$ cat src/rtl/pwm_servo_ramp.sv
// pwm_servo_ramp: 8-channel servo PWM generator with a small register file.
// Each channel emits one pulse per frame. The pulse width, in 1 us ticks, moves
// toward a programmed target only at frame boundaries. Every frame therefore
// carries one complete pulse.
// Optional feature macro: PWM_RAMP_EN. When it is defined, the STEP registers
// exist and limit how far the width may move in one frame. When it is
// undefined, the width jumps to the target at the next boundary.
module pwm_servo_ramp #(
   parameter int CLK_HZ      = 50_000_000,
   parameter int TICK_DIV    = CLK_HZ / 1_000_000,
   parameter int FRAME_TICKS = 20000,
   parameter int PW_MIN      = 500,
   parameter int PW_MAX      = 2500,
   parameter int PW_RST      = 1500
) (
   input  logic        clk,
   input  logic        rst,
   input  logic [31:0] d_in,
   input  logic [7:0]  addr,
   input  logic        rd,
   input  logic        wr,
   output logic [31:0] d_out,
   output logic        pwm0,
   output logic        pwm1,
   output logic        pwm2,
   output logic        pwm3,
   output logic        pwm4,
   output logic        pwm5,
   output logic        pwm6,
   output logic        pwm7
);

   localparam int PS_W = (TICK_DIV > 1) ? $clog2(TICK_DIV) : 1;
   localparam int FC_W = (FRAME_TICKS > 1) ? $clog2(FRAME_TICKS) : 1;

   localparam logic [PS_W-1:0] PS_LAST = PS_W'(TICK_DIV - 1);
   localparam logic [FC_W-1:0] FC_LAST = FC_W'(FRAME_TICKS - 1);
   localparam logic [15:0]     W_MIN   = 16'(PW_MIN);
   localparam logic [15:0]     W_MAX   = 16'(PW_MAX);
   localparam logic [15:0]     W_RST   = 16'(PW_RST);

   localparam logic [7:0] A_EN   = 8'h30;
   localparam logic [7:0] A_BUSY = 8'h31;

   logic            wr_q;
   logic            wr_stb;
   logic            wr_tgt;
   logic            wr_en;
   logic [PS_W-1:0] prescaler;
   logic            tick;
   logic [FC_W-1:0] frame_cnt;
   logic            boundary;
   logic [7:0]      en;
   logic [7:0]      busy;
   logic [7:0]      pwm_q;
   logic [15:0]     tgt [8];
   logic [15:0]     cur [8];
   logic [31:0]     rd_data;
   logic            unused_hi;

`ifdef PWM_RAMP_EN
   logic            wr_step;
   logic [15:0]     step [8];
`endif

   // A write target is forced into the legal servo range, so the
   // output can never command a width the mechanics cannot handle.
   function automatic logic [15:0] clamp_pw(input logic [15:0] v);
      logic [15:0] res;
      res = v;
      if (v < W_MIN) res = W_MIN;
      else if (v > W_MAX) res = W_MAX;
      return res;
   endfunction

`ifdef PWM_RAMP_EN
   // One frame of slew. The 17-bit sums keep the carry and the borrow
   // visible, so a large step stops at the target and does not wrap past it.
   function automatic logic [15:0] slew_pw(input logic [15:0] c,
                                           input logic [15:0] t,
                                           input logic [15:0] s);
      logic [16:0] up;
      logic [16:0] dn;
      logic [15:0] res;
      up  = {1'b0, c} + {1'b0, s};
      dn  = {1'b0, c} - {1'b0, s};
      res = t;
      if (s != 16'd0) begin
         if (c < t) begin
            res = (up >= {1'b0, t}) ? t : up[15:0];
         end else if (c > t) begin
            res = (dn[16] || (dn[15:0] <= t)) ? t : dn[15:0];
         end
      end
      return res;
   endfunction
`endif

   // A level write request commits once, on its rising edge.
   assign wr_stb = wr & ~wr_q;
   assign wr_tgt = wr_stb && (addr[7:3] == 5'b00000);
   assign wr_en  = wr_stb && (addr == A_EN);
`ifdef PWM_RAMP_EN
   assign wr_step = wr_stb && (addr[7:3] == 5'b00010);
`endif

   assign tick     = (prescaler == PS_LAST);
   assign boundary = tick && (frame_cnt == FC_LAST);

   // Only the low half-word of the write bus carries register data.
   assign unused_hi = ^d_in[31:16];

   // Delayed copy of wr for rising-edge detection.
   always_ff @(posedge clk or negedge rst) begin
      if (!rst) wr_q <= 1'b0;
      else      wr_q <= wr;
   end

   // Clock prescaler that generates the 1 us tick.
   always_ff @(posedge clk or negedge rst) begin
      if (!rst) begin
         prescaler <= '0;
      end else if (tick) begin
         prescaler <= '0;
      end else begin
         prescaler <= prescaler + 1'b1;
      end
   end

   // Tick position within the current frame.
   always_ff @(posedge clk or negedge rst) begin
      if (!rst) begin
         frame_cnt <= '0;
      end else if (tick) begin
         if (frame_cnt == FC_LAST) frame_cnt <= '0;
         else                      frame_cnt <= frame_cnt + 1'b1;
      end
   end

   // Channel enable mask.
   always_ff @(posedge clk or negedge rst) begin
      if (!rst)       en <= 8'h00;
      else if (wr_en) en <= d_in[7:0];
   end

   // Target widths. They are clamped on entry and used at the next boundary.
   always_ff @(posedge clk or negedge rst) begin
      if (!rst) begin
         for (int n = 0; n < 8; n++) tgt[n] <= W_RST;
      end else if (wr_tgt) begin
         tgt[addr[2:0]] <= clamp_pw(d_in[15:0]);
      end
   end

`ifdef PWM_RAMP_EN
   // Per-channel slew limit. A value of 0 means jump straight to the target.
   always_ff @(posedge clk or negedge rst) begin
      if (!rst) begin
         for (int n = 0; n < 8; n++) step[n] <= 16'd0;
      end else if (wr_step) begin
         step[addr[2:0]] <= d_in[15:0];
      end
   end
`endif

   // The output width changes only at the frame boundary, and it uses the
   // target and step values held before any write that lands on the same edge.
   always_ff @(posedge clk or negedge rst) begin
      if (!rst) begin
         for (int n = 0; n < 8; n++) cur[n] <= W_RST;
      end else if (boundary) begin
         for (int n = 0; n < 8; n++) begin
`ifdef PWM_RAMP_EN
            cur[n] <= slew_pw(cur[n], tgt[n], step[n]);
`else
            cur[n] <= tgt[n];
`endif
         end
      end
   end

   // Registered PWM compare. Clearing an enable drops its output on the next clock.
   always_ff @(posedge clk or negedge rst) begin
      if (!rst) begin
         pwm_q <= 8'h00;
      end else begin
         for (int n = 0; n < 8; n++) begin
            pwm_q[n] <= en[n] & (32'(frame_cnt) < 32'(cur[n]));
         end
      end
   end

   // A channel is busy while its output width has not yet reached its target.
   always_comb begin
      busy = 8'h00;
      for (int n = 0; n < 8; n++) busy[n] = (cur[n] != tgt[n]);
   end

   // Read-data decode. Unmapped addresses read as zero.
   always_comb begin
      rd_data = 32'h0;
      case (addr[7:4])
         4'h0: if (!addr[3]) rd_data = {16'h0, tgt[addr[2:0]]};
`ifdef PWM_RAMP_EN
         4'h1: if (!addr[3]) rd_data = {16'h0, step[addr[2:0]]};
`endif
         4'h2: if (!addr[3]) rd_data = {16'h0, cur[addr[2:0]]};
         4'h3: begin
            if (addr == A_EN)        rd_data = {24'h0, en};
            else if (addr == A_BUSY) rd_data = {24'h0, busy};
         end
         default: rd_data = 32'h0;
      endcase
   end

   // Read data register. It follows addr while rd is high and holds otherwise.
   always_ff @(posedge clk or negedge rst) begin
      if (!rst)    d_out <= 32'h0;
      else if (rd) d_out <= rd_data;
   end

   assign pwm0 = pwm_q[0];
   assign pwm1 = pwm_q[1];
   assign pwm2 = pwm_q[2];
   assign pwm3 = pwm_q[3];
   assign pwm4 = pwm_q[4];
   assign pwm5 = pwm_q[5];
   assign pwm6 = pwm_q[6];
   assign pwm7 = pwm_q[7];

endmodule

$ cat config.mk
export PLATFORM = sky130hd
export DESIGN_NAME = pwm_servo_ramp
export DESIGN_NICKNAME = d
export VERILOG_FILES = /design/src/rtl/pwm_servo_ramp.sv
export SDC_FILE = /design/constraint.sdc
export NUM_CORES = 1
export LEC_CHECK = 0
export ABC_AREA = 1
export BUFFER_PORTS_ARGS = -buffer_cell sky130_fd_sc_hd__buf_2
export CAP_MARGIN = 20
export CORE_UTILIZATION = 60
export DETAILED_ROUTE_END_ITERATION = 10
export PLACE_DENSITY = 0.78
export SKIP_CTS_REPAIR_TIMING = 1
export SYNTH_ARGS = -nofsm -noshare
export SYNTH_HDL_FRONTEND = slang
export SYNTH_SLANG_ARGS = --single-unit
$ cat constraint.sdc
create_clock -name clk -period 2.6 [get_ports clk]
set_input_delay 0.65 -clock clk [delete_from_list [all_inputs] [get_ports clk]]
set_output_delay 0.65 -clock clk [all_outputs]
set_load 0.01 [all_outputs]
# Yosys cells after proc, flatten, opt, wreduce, memory -nomap -nowiden
# Index checks and enable logic that the tools add are counted.
# totals
in_bits,44
reg_bits,326
n_memories,0
ramBits,0
latch_bits,0
output_inout_bits,40
romBits,0
# op_classes
order_cmp,12
eq_ne,14
n_div,0
add_sub_neg,2
muxes,19
bitwise,11
n_reduce_logical,6
shifts,0
multipliers,0
# op_table
op,n
16-bit two-way mux,10
128-bit bitwise mux,1
15-bit by 16-bit < comparator with 1-bit output,8
16-bit inequality test,8
16-bit binary-select mux with 3-bit select,2
32-bit case mux with 3 select lines,1
16-bit demux with 3-bit select,1
8-bit by 6-bit == test with 1-bit output (second input constant),2
16-bit by 12-bit > comparator with 1-bit output (second input constant),1
16-bit by 9-bit < comparator with 1-bit output (second input constant),1
8-bit two-way mux,2
15-bit by 1-bit adder with 15-bit output (second input constant),1
15-bit == test (second input constant),1
15-bit two-way mux,1
1-bit AND,9
4-bit by 2-bit == test with 1-bit output (second input constant),2
6-bit by 1-bit adder with 6-bit output (second input constant),1
6-bit == test (second input constant),1
6-bit two-way mux,1
5-bit logical NOT,1
4-bit >= comparator (second input constant),1
1-bit logical AND,4
4-bit logical NOT,1
4-bit by 1-bit < comparator with 1-bit output (second input constant),1
2 further kinds,2

# Logic depth before layout (Yosys ltp)
# Gate-level depths: netlist of run 1.
# depth
ltp_word,6
mapped_depth,16

# Least setup slack after synthesis of run 1
# OpenSTA, ideal clock, no wires.
# synth_timing
path_kind,input port to flip-flop
start,input d_in[12]
end,register tgt[112] in the netlist's numbering
setup_ns,0.119
stages,9
arrival_ns,1.747
path_slack_ns,0.734
n_path_buf,2
cell_sequence,or2_1 nor2_1 nand2_1 nor3_2 o31ai_1 buf_4 buf_6 nand4_1 nand2_1
# synth_via
elab_chain_cells,5
elab_cells_between_ends,6
# synth_lines
item,line,text
start: declaration,18,"input logic [31:0] d_in,"
16-bit by 12-bit > comparator with 1-bit output,72,else if (v > W_MAX) res = W_MAX;
16-bit two-way mux,72,
16-bit two-way mux (*),71,if (v < W_MIN) res = W_MIN;
16-bit two-way mux (*),150,end else if (wr_tgt) begin
128-bit bitwise mux (*),151,tgt[addr[2:0]] <= clamp_pw(d_in[15:0]);
end signal: indexed assignment,151,
end: declaration,56,logic [15:0] tgt [8];
# Every way passes the cells marked *; elsewhere a longest branch is shown, timed or not. The select of a mux whose other input is x is not followed.
# A chain may end at the register's enable or synchronous reset.

# Worst setup path after layout of run 1
# layout_timing
start,register prescaler[1]
end,register cur[46] in the netlist's numbering
# layout_via
elab_chain_cells,2
# layout_lines
item,line,text
start: declaration,49,logic [PS_W-1:0] prescaler;
start signal: assignment,126,prescaler <= prescaler + 1'b1;
6-bit == test,107,assign tick = (prescaler == PS_LAST);
1-bit logical AND,108,assign boundary = tick && (frame_cnt == FC_LAST);
end signal: indexed assignment,176,cur[n] <= tgt[n];
end: declaration,57,logic [15:0] cur [8];
# Every way passes these cells.

==> metrics.txt, run 1 <==
# TYPE chip_impl_metric gauge
chip_impl_metric{name="synth_top_area_share",unit="%"} 24.9
chip_impl_metric{name="power.clock.fraction",unit="%"} 48.3
chip_impl_metric{name="netlist_instances",unit=""} 2883
chip_impl_metric{name="cts_max_path_buffers",unit=""} 3
chip_impl_metric{name="worst-slew-pin-transition",unit="ps"} 553
chip_impl_metric{name="worst_ep_required_time",unit="ps"} 3000
chip_impl_metric{name="fin_crit",unit="ps"} 2090
chip_impl_metric{name="fin_nets",unit=""} 3075
chip_impl_info{name="clock_tree_from_tritoncts",value="built"} 1
chip_impl_info{name="run_status",value="finished clean"} 1
chip_impl_metric{name="fp.coreArea",unit="sq mm"} 0.0326
chip_impl_metric{name="placementRows",unit=""} 66
chip_impl_info{name="synth_largest_area_cell",value="dfrtp_1"} 1
chip_impl_metric{name="worst-endpoint-arrival",unit="ps"} 2490
chip_impl_metric{name="top_ports",unit=""} 84
chip_impl_metric{name="share_seq_of_total_power",unit="%"} 45.6
chip_impl_metric{name="cell_internal_pwr",unit="mW"} 8.34
chip_impl_metric{name="cts-buffers-inserted",unit=""} 37
chip_impl_metric{name="ys_seq_elements",unit=""} 310
chip_impl_metric{name="grt_start_max_net_pins",unit=""} 107
chip_impl_info{name="synth.area.top_cells",value="dfrtp_1, nand2_1, dfstp_2"} 1
chip_impl_metric{name="avgViaCountPerCell",unit=""} 5.50
chip_impl_info{name="path_class",value="reg2reg"} 1
chip_impl_info{name="final_common_cell",value="nand2_1"} 1
chip_impl_metric{name="synthToLayoutAreaGrowth",unit="%"} 10.3
chip_impl_metric{name="floorplan.die.width",unit="um"} 184
chip_impl_info{name="grt_setup_unrepaired",value="no"} 1
chip_impl_metric{name="stdcell_count",unit=""} 3386
chip_impl_metric{name="layout_worst_path_cycle_share",unit="%"} 80.5
chip_impl_metric{name="number_of_antenna_violations_at_the_first_check_in_global_routing",unit=""} 1
chip_impl_metric{name="grt.total_usage",unit="%"} 34.0
chip_impl_metric{name="synth.cell_area",unit="sq mm"} 0.0199
chip_impl_metric{name="placedCellCount",unit=""} 3319
chip_impl_metric{name="number_of_nets_with_antenna_violations_after_routing",unit=""} 0
chip_impl_metric{name="diodes",unit=""} 0
chip_impl_metric{name="route.vias.total",unit=""} 18623
chip_impl_info{name="synth_flop_cell",value="dfrtp_1"} 1
chip_impl_info{name="crit_path_start_kind",value="register"} 1
chip_impl_metric{name="wire_length_of_the_first_global_routing_pass",unit="mm"} 90.2
chip_impl_metric{name="slew_violations",unit=""} 0
chip_impl_metric{name="insertion_delay",unit="ps"} 530
chip_impl_metric{name="syn_area_per_cell",unit="sq um"} 6.91
chip_impl_metric{name="maxClockFrequency",unit="MHz"} 478
chip_impl_metric{name="path_max_fanout",unit=""} 106
chip_impl_metric{name="synth_enable_flop_cells",unit=""} 0
chip_impl_metric{name="ctsHtreeMaxLevel",unit=""} 2
chip_impl_metric{name="clkSlewWorstSetupHoldPaths",unit="ps"} 60
chip_impl_metric{name="synth_sequential_area_ratio",unit="%"} 39.7
chip_impl_metric{name="drive_gt1_share",unit="%"} 10.5
chip_impl_metric{name="cellLeakagePower",unit="nW"} 11.5
chip_impl_metric{name="number_of_hold_slack_violations_in_the_final_timing_report",unit=""} 0
chip_impl_metric{name="drt_wl_total",unit="mm"} 56.5
chip_impl_metric{name="finalWeightedCongestion",unit=""} 0.963
chip_impl_info{name="clockRootBuffer",value="clkbuf_16"} 1
chip_impl_metric{name="fin_tns_setup",unit="ps"} 0
chip_impl_metric{name="detail_route.wl_per_cell",unit="um"} 16.7
chip_impl_info{name="timing.critical_path.to_type",value="register"} 1
chip_impl_metric{name="detailedRoute.firstPassIterationCount",unit=""} 6
chip_impl_metric{name="netSwitchingPower",unit="mW"} 2.62
chip_impl_info{name="hp-class",value="in2async"} 1
chip_impl_metric{name="place.port_buffers",unit=""} 51
chip_impl_metric{name="detailedPlacementHpwl",unit="mm"} 40.1
chip_impl_metric{name="initial_utilization",unit="%"} 61.1
chip_impl_metric{name="irDropWorstVdd",unit="mV"} 0.427
chip_impl_metric{name="grt_remaining_overflow",unit=""} 0
chip_impl_metric{name="first_global_vias",unit=""} 17553
chip_impl_metric{name="final-setup-viol-count",unit=""} 0
chip_impl_metric{name="clock_skew",unit="ps"} 14.5
chip_impl_info{name="layout_common_cells",value="nand2_1, inv_1, dfrtp_1, nor2_1, o21ai_0"} 1
chip_impl_metric{name="synth_warnings",unit=""} 0
chip_impl_metric{name="dieHeight",unit="um"} 184
chip_impl_metric{name="power.switching_fraction",unit="%"} 23.9
chip_impl_metric{name="detailedRoute.firstIterationViolations",unit=""} 1750
chip_impl_metric{name="max_cap_viol_count",unit=""} 0
chip_impl_metric{name="cts_sink_count",unit=""} 310
chip_impl_metric{name="ys_async_sr_fraction",unit="%"} 100
chip_impl_metric{name="slew_headroom",unit="%"} 63.0
chip_impl_metric{name="die_area",unit="sq mm"} 0.0339
chip_impl_metric{name="comb_power_share",unit="%"} 6.1
chip_impl_metric{name="power.density",unit="mW/mm^2"} 499
chip_impl_metric{name="drc_errors",unit=""} 0
chip_impl_metric{name="yosys.cell_types.count",unit=""} 38
-- per-layer routing --
layer,vias to the layer above,global-route usage [%],part of all wire (%)
met4,2,14.4,4.3
met1,8594,46.4,42
met2,841,53.7,45
met3,151,5.53,9.0
met5,-,0,0.019
li1,9035,-,-
-- cells in the mapped netlist, drive strengths merged, types with 3 or more instances --
master,instances
ha,115
nand3,89
buf,101
o21a,6
a21oi,99
dfrtp,198
nor3,34
inv,292
clkbuf,29
dfstp,112
xor2,68
nand2,1282
nand4,42
or2,6
nand3b,3
o21ai,219
nor2,174
-- state kept, by name, indices dropped and copies added (netlist names) --
| name | cells |
|---|---|
| en | 8 |
| tgt | 128 |
| d_out | 16 |
| pwm_q | 8 |
| frame_cnt | 15 |
| cur | 128 |
| wr_q | 1 |
| prescaler | 6 |
-- path summary, 6_finish.rpt --
| kind | startpoint | end | slack, ps | cells after the start |
|---|---|---|---|---|
| max in group asynchronous | rst | cur[51] | 1750 | 2 |
| setup reg to reg | prescaler[1] | cur[46] | 510 | 10 |
| setup / recovery | prescaler[1] | cur[46] | 510 | 10 |
| hold reg to reg | tgt[24] | tgt[24] | 480 | 2 |
| hold / removal | rst | prescaler[2] | 50 | 1 |
| min in group clk | wr | wr_q | 250 | 1 |
-- cell type report --
| class | instances | area [sq um] |
|---|---|---|
| flip-flops and latches | 310 | 7900 |
| well taps | 442 | 553 |
| clock buffers | 60 | 1150 |
| multi-input cells | 2164 | 10300 |
| clock inverters | 7 | 91.3 |
| repair buffers | 109 | 866 |
| inverters | 294 | 1100 |
| fillers | 2790 | 10700 |
-- power groups by stage --
stage | logic, mW | clock network, mW | registers, mW
6_report | 0.664 | 5.30 | 5.00
5_1_grt | 0.740 | 5.53 | 5.01
4_1_cts | 0.657 | 5.35 | 5.00
3_5_place_dp | 0.654 | 0 | 5.08
3_3_place_gp | 0.641 | 0 | 5.07
2_1_floorplan | 0.385 | 0 | 5.06
-- per-stage QoR --
stage          power, mW  instance area [sq um]  utilization (%)  setup WS, ps  hold slack [ps]
6_report            11.0                  22000             67.3           506             49.2
5_1_grt             11.3                  22000             67.3           310             79.5
4_1_cts             11.0                  22000             67.3           509             62.1
3_5_place_dp        5.73                  20700             63.5           203              466
3_3_place_gp        5.71                  20700             63.5           299              465
2_1_floorplan       5.44                  20000                -           734              354
-- cells by family after synthesis --
kind of cell	share of synthesized area [%]
AO/OA/AOI/OAI	8.39
XOR/XNOR	3.03
adder cells (fa/ha/maj)	7.22
buffers and inverters	9.07
flip-flops	39.7
other	0.0188
AND/OR/NAND/NOR	32.6
-- worst max-delay path: stages (launching register included) --
cell	delay, ps
dfrtp_1	400
inv_1	60
ha_1	130
inv_1	50
nor3_2	130
nand3_2	260
inv_2	220
nand2_8	140
buf_12	290
nand2_1	140
o21ai_1	70
(Power assumes the default switching activity.)
==> run 2: changes to the inputs <==
--- a/config.mk
+++ b/config.mk
@@ -8,9 +8,9 @@
 export ABC_AREA = 1
 export BUFFER_PORTS_ARGS = -buffer_cell sky130_fd_sc_hd__buf_2
 export CAP_MARGIN = 20
-export CORE_UTILIZATION = 60
+export CORE_UTILIZATION = 57
 export DETAILED_ROUTE_END_ITERATION = 10
-export PLACE_DENSITY = 0.78
+export PLACE_DENSITY = 0.77
 export SKIP_CTS_REPAIR_TIMING = 1
 export SYNTH_ARGS = -nofsm -noshare
 export SYNTH_HDL_FRONTEND = slang
==> constraint.sdc (replaced) <==
create_clock -name clk -period 1.9 [get_ports clk]
set_input_delay 0.475 -clock clk [delete_from_list [all_inputs] [get_ports clk]]
set_output_delay 0.475 -clock clk [all_outputs]
set_load 0.01 [all_outputs]
==> metrics.txt, run 2 (synthesis results as in run 1) <==
# TYPE chip_impl_metric gauge
chip_impl_info{name="run_status",value="finished clean"} 1
chip_impl_metric{name="pre_cts_ws",unit="ps"} -130
chip_impl_metric{name="cts_max_path_buffers",unit=""} 3
chip_impl_info{name="hp-class",value="in2reg"} 1
chip_impl_metric{name="fin_tns_setup",unit="ps"} 0
chip_impl_metric{name="layout_setup_ws",unit="ps"} 69.1
chip_impl_metric{name="place.port_buffers",unit=""} 51
chip_impl_metric{name="detailedPlacementHpwl",unit="mm"} 43.4
chip_impl_metric{name="slew_headroom",unit="%"} 66.0
chip_impl_metric{name="dieHeight",unit="um"} 189
chip_impl_metric{name="layout_worst_path_cycle_share",unit="%"} 96.4
chip_impl_metric{name="drt_wl_total",unit="mm"} 62.3
chip_impl_metric{name="critical_path.max_stage_delay",unit="ps"} 380
chip_impl_metric{name="grt.total_usage",unit="%"} 34.0
chip_impl_info{name="grt_setup_unrepaired",value="yes"} 1
chip_impl_info{name="crit_chain",value="nor2_1 -> nand4_1 -> nor3_4 -> nand2_8 -> buf_12 -> clkbuf_16 -> nand2_1 -> nand2_1"} 1
chip_impl_metric{name="grt_remaining_overflow",unit=""} 0
chip_impl_metric{name="clock_skew",unit="ps"} 24.7
chip_impl_metric{name="route.vias.total",unit=""} 19420
chip_impl_metric{name="detailedRoute.firstIterationViolations",unit=""} 1724
chip_impl_metric{name="ctsHtreeMaxLevel",unit=""} 2
chip_impl_metric{name="finalWeightedCongestion",unit=""} 0.923
chip_impl_metric{name="reg2reg_setup_slack",unit="ps"} 70
chip_impl_metric{name="final-setup-viol-count",unit=""} 0
chip_impl_info{name="layout_common_cells",value="nand2_1, inv_1, dfrtp_1, nor2_1, o21ai_0"} 1
chip_impl_metric{name="path_max_fanout",unit=""} 16
chip_impl_metric{name="number_of_hold_slack_violations_in_the_final_timing_report",unit=""} 0
chip_impl_metric{name="fp.coreArea",unit="sq mm"} 0.0345
chip_impl_metric{name="slew_violations",unit=""} 0
chip_impl_metric{name="cts-buffers-inserted",unit=""} 37
chip_impl_metric{name="initial_utilization",unit="%"} 57.8
chip_impl_metric{name="top_ports",unit=""} 84
chip_impl_metric{name="detail_route.wl_per_cell",unit="um"} 17.9
chip_impl_info{name="timing.critical_path.to_type",value="register"} 1
chip_impl_metric{name="detailedRoute.firstPassIterationCount",unit=""} 6
chip_impl_metric{name="worst-endpoint-arrival",unit="ps"} 2260
chip_impl_metric{name="grt_start_max_net_pins",unit=""} 79
chip_impl_metric{name="wire_length_of_the_first_global_routing_pass",unit="mm"} 95.1
chip_impl_metric{name="worst_ep_required_time",unit="ps"} 2330
chip_impl_metric{name="max_cap_viol_count",unit=""} 0
chip_impl_metric{name="insertion_delay",unit="ps"} 550
chip_impl_metric{name="report.power.total",unit="mW"} 15.3
chip_impl_metric{name="diodes",unit=""} 0
chip_impl_metric{name="cellLeakagePower",unit="nW"} 12.1
chip_impl_info{name="path_class",value="reg2reg"} 1
chip_impl_metric{name="worst-slew-pin-transition",unit="ps"} 510
chip_impl_info{name="top_regs",value="cur x128, tgt x128, d_out x16"} 1
chip_impl_info{name="critPathSlowestCell",value="dfrtp_1"} 1
chip_impl_metric{name="fin_crit",unit="ps"} 1830
chip_impl_metric{name="first_global_vias",unit=""} 18128
chip_impl_info{name="crit_top_cell",value="nand2_1"} 1
chip_impl_metric{name="placementRows",unit=""} 68
chip_impl_metric{name="fin_nets",unit=""} 3161
chip_impl_info{name="clock_tree_from_tritoncts",value="built"} 1
chip_impl_metric{name="drc_errors",unit=""} 0
chip_impl_metric{name="floorplan.die.width",unit="um"} 189
chip_impl_metric{name="drive_gt1_share",unit="%"} 14.0
chip_impl_metric{name="final_util",unit="%"} 67.2
chip_impl_metric{name="avgViaCountPerCell",unit=""} 5.57
chip_impl_metric{name="die_area",unit="sq mm"} 0.0357
chip_impl_metric{name="cts_sink_count",unit=""} 310
chip_impl_info{name="crit_path_start_kind",value="register"} 1
chip_impl_metric{name="maxClockFrequency",unit="MHz"} 546
chip_impl_info{name="clockRootBuffer",value="clkbuf_16"} 1
chip_impl_metric{name="clkSlewWorstSetupHoldPaths",unit="ps"} 60
chip_impl_info{name="final_common_cell",value="nand2_1"} 1
chip_impl_metric{name="power.density",unit="mW/mm^2"} 659
chip_impl_metric{name="final.fill_count",unit=""} 2919
chip_impl_metric{name="synthToLayoutAreaGrowth",unit="%"} 16.2
chip_impl_metric{name="number_of_antenna_violations_at_the_first_check_in_global_routing",unit=""} 0
chip_impl_metric{name="irDropWorstVdd",unit="mV"} 0.660
chip_impl_metric{name="number_of_nets_with_antenna_violations_after_routing",unit=""} 0
==> run 2: where the power goes <==
part	total, mW	internal, mW	switching, mW
Clock	7.39	4.45	2.94
Combinational	1.02	0.316	0.705
Sequential	6.84	6.75	0.0952
==> run 2: critical path, delay by kind of cell (launching register included) <==
kind / cells / cell delay (ps)
flops: 1 / 380
simple gates: 6 / 950
buf+inv: 2 / 370
==> run 2: worst paths after layout <==
| kind | startpoint | end | cells past startpoint |
|---|---|---|---|
| worst max-delay path | frame_cnt[7] | cur[11] | 8 |
| worst min-delay path | wr | wr_q | 1 |
| worst max register to register | frame_cnt[7] | cur[11] | 8 |
| worst min register to register | d_out[0] | d_out[0] | 2 |
| max in group asynchronous | rst | cur[104] | 3 |
| min in group asynchronous | rst | cur[96] | 2 |
==> run 2: layout make-up <==
cell class              count  area, sq um  area share, %
multi-input cells        2164        10400           44.9
flip-flops and latches    310         7900           34.1
repair buffers            195         1910           8.25
inverters                 294         1110           4.79
clock buffers              53         1100           4.75
well taps                 455          569           2.46
clock inverters            15          163          0.703
==> run 2: metal layers <==
layer  track usage [%]  wire [um]  part of all wire (%)  vias up
li1                  -          -                     -     9211
met1              46.8      25300                    41     9045
met2              53.9      28500                    46      993
met3              5.00       6070                   9.7      171
met4              13.8       2400                   3.9        0
met5                 0          0                     0        -
==> run 2: stage by stage <==
| stage | cell area (sq um) | instances | hold WS, ps |
|---|---|---|---|
| floorplan | 20000 | 2898 | 179 |
| global placement | 21400 | 3398 | 424 |
| detailed placement | 21400 | 3398 | 430 |
| CTS | 22700 | 3466 | -142 |
| global route | 23100 | 3486 | 54.1 |
| finish | 23100 | 3486 | 62.7 |
